**src/rtl/regfile_scoreboard_pkg.sv**
```systemverilog
// Shared constants and helpers for the register file with pending-write scoreboard.
package regfile_scoreboard_pkg;

  localparam int DEFAULT_DATA_W = 32;
  localparam int DEFAULT_ADDR_W = 5;
  localparam int NUM_REGS       = 32;
  localparam int CNT_W          = 6;

  localparam logic [DEFAULT_ADDR_W-1:0] REG_ZERO = 5'd0;

  // Number of set bits in a scoreboard vector.
  function automatic logic [CNT_W-1:0] popcount(input logic [NUM_REGS-1:0] v);
    logic [CNT_W-1:0] sum;
    sum = 6'd0;
    for (int i = 0; i < NUM_REGS; i++) begin
      sum = sum + {5'd0, v[i]};
    end
    return sum;
  endfunction

endpackage

```
**src/rtl/regfile_scoreboard_if.sv**
```systemverilog
// Decode/writeback bus of the register file: read ports, write port, issue and stall.
interface regfile_scoreboard_if
  import regfile_scoreboard_pkg::*;
#(
  parameter int DATA_W = DEFAULT_DATA_W,
  parameter int ADDR_W = DEFAULT_ADDR_W
);
  logic [ADDR_W-1:0] ReadRegister1;
  logic [ADDR_W-1:0] ReadRegister2;
  logic              ReadUse1;
  logic              ReadUse2;
  logic [DATA_W-1:0] ReadData1;
  logic [DATA_W-1:0] ReadData2;
  logic              RegWrite;
  logic [ADDR_W-1:0] WriteRegister;
  logic [DATA_W-1:0] WriteData;
  logic              Issue;
  logic [ADDR_W-1:0] IssueRegister;
  logic              Stall;
  logic [CNT_W-1:0]  PendingCount;

  // Pipeline side: decode and writeback stages.
  modport master (
    output ReadRegister1, ReadRegister2, ReadUse1, ReadUse2,
    output RegWrite, WriteRegister, WriteData, Issue, IssueRegister,
    input  ReadData1, ReadData2, Stall, PendingCount
  );

  // Register file side.
  modport slave (
    input  ReadRegister1, ReadRegister2, ReadUse1, ReadUse2,
    input  RegWrite, WriteRegister, WriteData, Issue, IssueRegister,
    output ReadData1, ReadData2, Stall, PendingCount
  );
endinterface

```
**src/rtl/regfile_scoreboard_bits.sv**
```systemverilog
// Pending-write scoreboard: one bit per register, set on issue, cleared on writeback.
module regfile_scoreboard_bits
  import regfile_scoreboard_pkg::*;
(
  input  logic                      clk,
  input  logic                      rst,
  input  logic                      set_en,
  input  logic [DEFAULT_ADDR_W-1:0] set_idx,
  input  logic                      clr_en,
  input  logic [DEFAULT_ADDR_W-1:0] clr_idx,
  output logic [NUM_REGS-1:0]       pending,
  output logic [CNT_W-1:0]          pending_count
);

  logic [NUM_REGS-1:0] pending_d, pending_q;
  logic [CNT_W-1:0]    count_d, count_q;

  // Next pending vector: clear first, then set, so a new producer supersedes a landing writeback.
  always_comb begin
    pending_d = pending_q;
    if (clr_en && (clr_idx != REG_ZERO)) begin
      pending_d[clr_idx] = 1'b0;
    end else begin
      pending_d = pending_q;
    end
    if (set_en && (set_idx != REG_ZERO)) begin
      pending_d[set_idx] = 1'b1;
    end else begin
      pending_d[set_idx] = pending_d[set_idx];
    end
    pending_d[0] = 1'b0;
    count_d      = popcount(pending_d);
  end

  // Scoreboard bits and their registered population count.
  always_ff @(posedge clk or posedge rst) begin
    if (rst) begin
      pending_q <= '0;
      count_q   <= 6'd0;
    end else begin
      pending_q <= pending_d;
      count_q   <= count_d;
    end
  end

  assign pending       = pending_q;
  assign pending_count = count_q;

endmodule

```
**src/rtl/regfile_scoreboard.sv**
```systemverilog
// 32-entry MIPS register file with write-through bypass and pending-write stall logic.
module regfile_scoreboard
  import regfile_scoreboard_pkg::*;
#(
  parameter int DATA_W = DEFAULT_DATA_W,
  parameter int ADDR_W = DEFAULT_ADDR_W
)(
  input  logic                 clk,
  input  logic                 reset,
  regfile_scoreboard_if.slave  bus
);

  localparam int NREGS = 2 ** ADDR_W;

  logic [DATA_W-1:0]   regs_q [NREGS];
  logic [DATA_W-1:0]   regs_d [NREGS];
  logic                wr_live_s;
  logic [NREGS-1:0]    pending_s;
  logic [NREGS-1:0]    eff_s;
  logic                stall_s;
  logic                set_en_s;
  logic [DATA_W-1:0]   rd1_s, rd2_s;

  assign wr_live_s = bus.RegWrite && (bus.WriteRegister != REG_ZERO);

  // Next register contents: only the addressed nonzero register takes the writeback data.
  always_comb begin
    for (int i = 0; i < NREGS; i++) begin
      regs_d[i] = (wr_live_s && (bus.WriteRegister == ADDR_W'(i))) ? bus.WriteData : regs_q[i];
    end
    regs_d[0] = '0;
  end

  // Register storage, cleared immediately on reset.
  always_ff @(posedge clk or posedge reset) begin
    if (reset) begin
      for (int i = 0; i < NREGS; i++) begin
        regs_q[i] <= '0;
      end
    end else begin
      for (int i = 0; i < NREGS; i++) begin
        regs_q[i] <= regs_d[i];
      end
    end
  end

  // Read ports with same-cycle writeback bypass; forced to zero while reset is held.
  always_comb begin
    if (reset) begin
      rd1_s = '0;
      rd2_s = '0;
    end else begin
      rd1_s = (wr_live_s && (bus.WriteRegister == bus.ReadRegister1)) ? bus.WriteData
                                                                      : regs_q[bus.ReadRegister1];
      rd2_s = (wr_live_s && (bus.WriteRegister == bus.ReadRegister2)) ? bus.WriteData
                                                                      : regs_q[bus.ReadRegister2];
    end
  end

  // Effective hazards: a register whose writeback lands this cycle is covered by the bypass.
  always_comb begin
    eff_s = pending_s;
    if (wr_live_s) begin
      eff_s[bus.WriteRegister] = 1'b0;
    end else begin
      eff_s = pending_s;
    end
  end

  // RAW hazards on either used source, or WAW hold on the issuing destination.
  assign stall_s  = (bus.ReadUse1 && eff_s[bus.ReadRegister1]) ||
                    (bus.ReadUse2 && eff_s[bus.ReadRegister2]) ||
                    (bus.Issue    && eff_s[bus.IssueRegister]);
  assign set_en_s = bus.Issue && !stall_s;

  regfile_scoreboard_bits u_bits (
    .clk           (clk),
    .rst           (reset),
    .set_en        (set_en_s),
    .set_idx       (bus.IssueRegister),
    .clr_en        (wr_live_s),
    .clr_idx       (bus.WriteRegister),
    .pending       (pending_s),
    .pending_count (bus.PendingCount)
  );

  assign bus.ReadData1 = rd1_s;
  assign bus.ReadData2 = rd2_s;
  assign bus.Stall     = stall_s;

endmodule

```
**src/flat_wrapper.sv**
```systemverilog
// flat-port wrapper written by rule: the top's interface ports become plain ports
module regfile_scoreboard_flat import regfile_scoreboard_pkg::*;
#(
  parameter int DATA_W = DEFAULT_DATA_W,
  parameter int ADDR_W = DEFAULT_ADDR_W
)
  (clk, reset, bus_ReadRegister1, bus_ReadRegister2, bus_ReadUse1, bus_ReadUse2, bus_RegWrite, bus_WriteRegister, bus_WriteData, bus_Issue, bus_IssueRegister, bus_ReadData1, bus_ReadData2, bus_Stall, bus_PendingCount);
  regfile_scoreboard_if #(.DATA_W(DATA_W), .ADDR_W(ADDR_W)) bus_i ();
  input  logic clk;
  input  logic reset;
  input wire logic [$bits(bus_i.ReadRegister1)-1:0] bus_ReadRegister1;
  input wire logic [$bits(bus_i.ReadRegister2)-1:0] bus_ReadRegister2;
  input wire logic [$bits(bus_i.ReadUse1)-1:0] bus_ReadUse1;
  input wire logic [$bits(bus_i.ReadUse2)-1:0] bus_ReadUse2;
  input wire logic [$bits(bus_i.RegWrite)-1:0] bus_RegWrite;
  input wire logic [$bits(bus_i.WriteRegister)-1:0] bus_WriteRegister;
  input wire logic [$bits(bus_i.WriteData)-1:0] bus_WriteData;
  input wire logic [$bits(bus_i.Issue)-1:0] bus_Issue;
  input wire logic [$bits(bus_i.IssueRegister)-1:0] bus_IssueRegister;
  output wire logic [$bits(bus_i.ReadData1)-1:0] bus_ReadData1;
  output wire logic [$bits(bus_i.ReadData2)-1:0] bus_ReadData2;
  output wire logic [$bits(bus_i.Stall)-1:0] bus_Stall;
  output wire logic [$bits(bus_i.PendingCount)-1:0] bus_PendingCount;
  assign bus_i.ReadRegister1 = bus_ReadRegister1;
  assign bus_i.ReadRegister2 = bus_ReadRegister2;
  assign bus_i.ReadUse1 = bus_ReadUse1;
  assign bus_i.ReadUse2 = bus_ReadUse2;
  assign bus_i.RegWrite = bus_RegWrite;
  assign bus_i.WriteRegister = bus_WriteRegister;
  assign bus_i.WriteData = bus_WriteData;
  assign bus_i.Issue = bus_Issue;
  assign bus_i.IssueRegister = bus_IssueRegister;
  assign bus_ReadData1 = bus_i.ReadData1;
  assign bus_ReadData2 = bus_i.ReadData2;
  assign bus_Stall = bus_i.Stall;
  assign bus_PendingCount = bus_i.PendingCount;
  regfile_scoreboard #(.DATA_W(DATA_W), .ADDR_W(ADDR_W)) u_core (.clk(clk), .reset(reset), .bus(bus_i));
endmodule
```
**config.mk**
```make
export PLATFORM = sky130hd
export DESIGN_NAME = regfile_scoreboard_flat
export DESIGN_NICKNAME = d
export VERILOG_FILES = /design/src/rtl/regfile_scoreboard_pkg.sv /design/src/rtl/regfile_scoreboard_if.sv /design/src/rtl/regfile_scoreboard_bits.sv /design/src/rtl/regfile_scoreboard.sv /design/src/flat_wrapper.sv
export SDC_FILE = /design/constraint.sdc
export NUM_CORES = 2
export LEC_CHECK = 0
export CORE_UTILIZATION = 40
export CTS_CLUSTER_DIAMETER = 50
export DETAILED_ROUTE_END_ITERATION = 7
export GPL_TIMING_DRIVEN = 0
export PLACE_DENSITY = 0.65
export SYNTH_ARGS = -nofsm -noshare
export SYNTH_HDL_FRONTEND = slang
export SYNTH_SLANG_ARGS = --single-unit
```
**constraint.sdc**
```tcl
create_clock -name clk -period 39.4 [get_ports clk]
set_input_delay 7.88 -clock clk [delete_from_list [all_inputs] [get_ports clk]]
set_output_delay 7.88 -clock clk [all_outputs]
set_load 0.1 [all_outputs]
```
==> results_dict.tcl <==
set metrics [dict create \
    cts_setup_buffers 0 \
    dr_total_vias 40670 \
    worst-path-buf-inv 5 \
    layout_min_cycle_time_ns 21.83 \
    gp_routability_congestion 0.9484 \
    critical_path.endpoint_type "output port" \
    core_box_area_mm2 0.1416 \
    p_per_area_mw_per_mm2 58.98 \
    cts-htree-levels 4 \
    synthesis.area_per_instance_um2 14.76 \
    worst_ep_arrival_time_ns 13.95 \
    area.growth.synth_to_final_pct 14.93 \
    drt_pass1_iterations 6 \
    count_of_cell_types_in_the_netlist 67 \
    outcome "finished with violations" \
    synth_top_area_share_pct 45.15 \
    max-cap-violations 18 \
    peakVddDrop_v 0.0001166 \
    critical_path_s_largest_stage_delay_ns 1.26 \
    synth_area_mm2 0.05703 \
    post_dr_vias_cell 6.638 \
    initial_utilization_pct 40.28 \
    p_leak_nw 27.77 \
    syn_inst 3863 \
    cpMaxStageDelayCell "sky130_fd_sc_hd__clkdlybuf4s50_1" \
    synth_top_family_by_area "multiplexers" \
    post-synth-top-count-cell "sky130_fd_sc_hd__dfrtp_1" \
    grt_pass1_wl_um 314000 \
    synth-edff-count 0 \
    final.period_utilization_pct 55.40 \
    slew_viol_final 181 \
    synth_compound_gate_area_share_pct 3.139 \
    crit_type "primary input to output port" \
    drt.antenna.violating_nets 0 \
    worst_path_fanout_max 11 \
    tritoncts "yes" \
    startpoint_type "primary input" \
    initialDrtViolationCount 5758 \
    die_h_um 379.6 \
    final_hold_viol_count 0 \
    gr_ovfl_total 0 \
    cts_max_path_buffers 3 \
    synth.ff_latch_count 1029 \
    setup_viol_count_final 0 \
    synth-async-reset-ratio_pct 100.0 \
    final_routed_drc_violation_total 0 \
    io_buffer_count 119 \
    postRouteWirelength_um 225400 \
    violations "capacitance limit, slew limit" \
    synth_simple_gate_area_share_pct 3.111 \
    antenna_violations_before_repair 10 \
    most_used_standard_cells_in_the_synthesized_netlist "sky130_fd_sc_hd__dfrtp_1, sky130_fd_sc_hd__mux2_2, sky130_fd_sc_hd__mux4_2" \
    tightestPinTransition_ns 1.694 \
    synthesis.yosys.warnings 0 \
    postSynth.topFlopCell "sky130_fd_sc_hd__dfrtp_1" \
    resized_after_cts 0 \
    worstSkewPairLatency_ns 0.77 \
    cts_made_buffers 130 \
    fp-row-count 138 \
    die_w_um 379.6 \
    finalClockSkew_ns 0.01598 \
    gr-usage-all-layers_pct 31.19 \
    cts_num_sinks 1029 \
    synth_sequential_area_ratio_pct 45.15 \
    clkSlewWorstSetupHoldPaths_ns 0.06 \
    post_synth_adder_cell_area_pct 0.9609 \
    hold_class "flop to flop" \
    ys_top_cells_by_area "sky130_fd_sc_hd__dfrtp_1, sky130_fd_sc_hd__mux4_2, sky130_fd_sc_hd__mux2_2" \
    die_ar_mm2 0.1441 \
    max_freq_ghz 0.04582 \
    critical_path.cell_chain "buf_2, buf_1, clkbuf_1, buf_1, mux4_2, mux4_2, mux2i_1, nor2_1, a21oi_1, nor2_1, clkdlybuf4s50_1" \
    detailedPlacementHpwl_um 146600 \
    routedWlPerCell_um 36.80 \
    synth.mux.area_fraction_pct 44.37 \
    proportion_of_layout_cells_with_a_drive_suffix_above_1_pct 44.99 \
    clockRootBuffer "sky130_fd_sc_hd__clkbuf_16" \
    total_power_mw 3.866 \
    grt_pass1_vias 40700 \
    io-pin-count 129 \
    syn_nets 3951 \
    final.setup.tns_ns 0 \
    grt_max_degree 125 \
    netlist.top_cell.by_area "sky130_fd_sc_hd__dfrtp_1" \
    timing.critical_path.required_ns 31.52 \
    synth_xor_area_share_pct 0.1996 \
    cts_hold_buffers 0 \
    slew-limit-headroom_pct -12.92 \
    rsz0062_at_grt "false" \
    nNetsFinal 4217 \
    cp_top_family "buffers and inverters" \
]
## worst reg2reg max path: cells and delay by family, from the launching register on
kind,cells,cell delay (ns)
multiplexers,2,0.64
flip-flops,1,0.37
XOR/XNOR,1,0.14
AO/OA/AOI/OAI,4,1.29
AND/OR/NAND/NOR,2,0.42
adder cells (fa/ha/maj),8,3.47
buffers and inverters,7,0.58
## registers in the layout (all words and copies together) (netlist names)
signal                       count
u_core.regs_q                  992
u_core.u_bits.pending           31
u_core.u_bits.pending_count      6
## kinds of logic (layout without fill, tap and decap cells)
family / Yosys count / count (layout)
buf+inv: 450 / 817
simple gates: 406 / 406
mux: 1680 / 1680
compound gates: 255 / 255
flops: 1029 / 1029
fa+ha+maj: 30 / 30
xor+xnor: 13 / 13
other cells: 0 / 6
## final timing paths
path,slack [ns],cells past startpoint,from,end
min in group asynchronous,8.66,3,reset,u_core.regs_q[56]$_DFFE_PP0P_
max in group asynchronous,28.13,7,reset,u_core.regs_q[389]$_DFFE_PP0P_
setup / recovery,17.57,11,bus_ReadRegister1[1],bus_ReadData1[0]
hold reg to reg,0.50,2,u_core.regs_q[135]$_DFFE_PP0P_,u_core.regs_q[135]$_DFFE_PP0P_
hold / removal,0.50,2,u_core.regs_q[135]$_DFFE_PP0P_,u_core.regs_q[135]$_DFFE_PP0P_
setup reg to reg,32.39,24,u_core.u_bits.pending[10]$_DFF_PP0_,u_core.u_bits.pending_count[4]$_DFF_PP0_
## per-stage QoR
stage	std cells	utilization (%)	hold slack [ns]	setup slack [ns]	instance area [um2]
4_1_cts	6118	46.26	0.4986	17.96	65500
5_1_grt	6121	46.29	0.5254	17.66	65530
3_3_place_gp	5872	42.79	0.4775	-10.50	60590
2_1_floorplan	3863	-	0.4578	2.247	57030
3_5_place_dp	5885	43.06	0.4848	17.97	60960
6_report	6126	46.29	0.4955	17.57	65550
## cell usage in the layout (no fill, tap or decap), types with 38 or more instances in the layout
cell type,instances
sky130_fd_sc_hd__dfrtp_1,1029
sky130_fd_sc_hd__mux2_2,993
sky130_fd_sc_hd__mux4_2,579
sky130_fd_sc_hd__clkbuf_1,287
sky130_fd_sc_hd__nand2_1,163
sky130_fd_sc_hd__nor2_1,159
sky130_fd_sc_hd__clkbuf_16,134
sky130_fd_sc_hd__clkdlybuf4s50_1,119
sky130_fd_sc_hd__mux2i_1,108
sky130_fd_sc_hd__a21oi_1,74
sky130_fd_sc_hd__buf_2,67
sky130_fd_sc_hd__buf_1,49
sky130_fd_sc_hd__inv_1,38
## per-layer routing
| metal | vias up | wire length (um) | GRT usage (%) | part of all wire [%] |
|---|---|---|---|---|
| li1 | 15390 | - | - | - |
| met1 | 21600 | 81370 | 38.76 | 36 |
| met2 | 2881 | 98630 | 45.58 | 44 |
| met3 | 769 | 28510 | 11.94 | 13 |
| met4 | 27 | 16420 | 19.45 | 7.3 |
| met5 | - | 482 | 1.687 | 0.21 |
## power breakdown
part / switching [mW] / total, mW / leakage [nW] / internal, mW
clock: 0.502 / 1.27 / 2.22 / 0.772
sequential: 0.152 / 1.43 / 13.2 / 1.28
combinational: 0.593 / 1.16 / 12.4 / 0.572
## layout make-up
class / instances / area (um2)
repair buffers: 134 / 1518
flip-flops and latches: 1029 / 25750
multi-input cells: 2384 / 29540
clock buffers: 182 / 3774
clock inverters: 51 / 760.7
well taps: 1890 / 2365
diodes: 6 / 15.01
inverters: 42 / 165.2
plain buffers: 408 / 1659
fillers: 12490 / 76040
(Power assumes the default switching activity.)
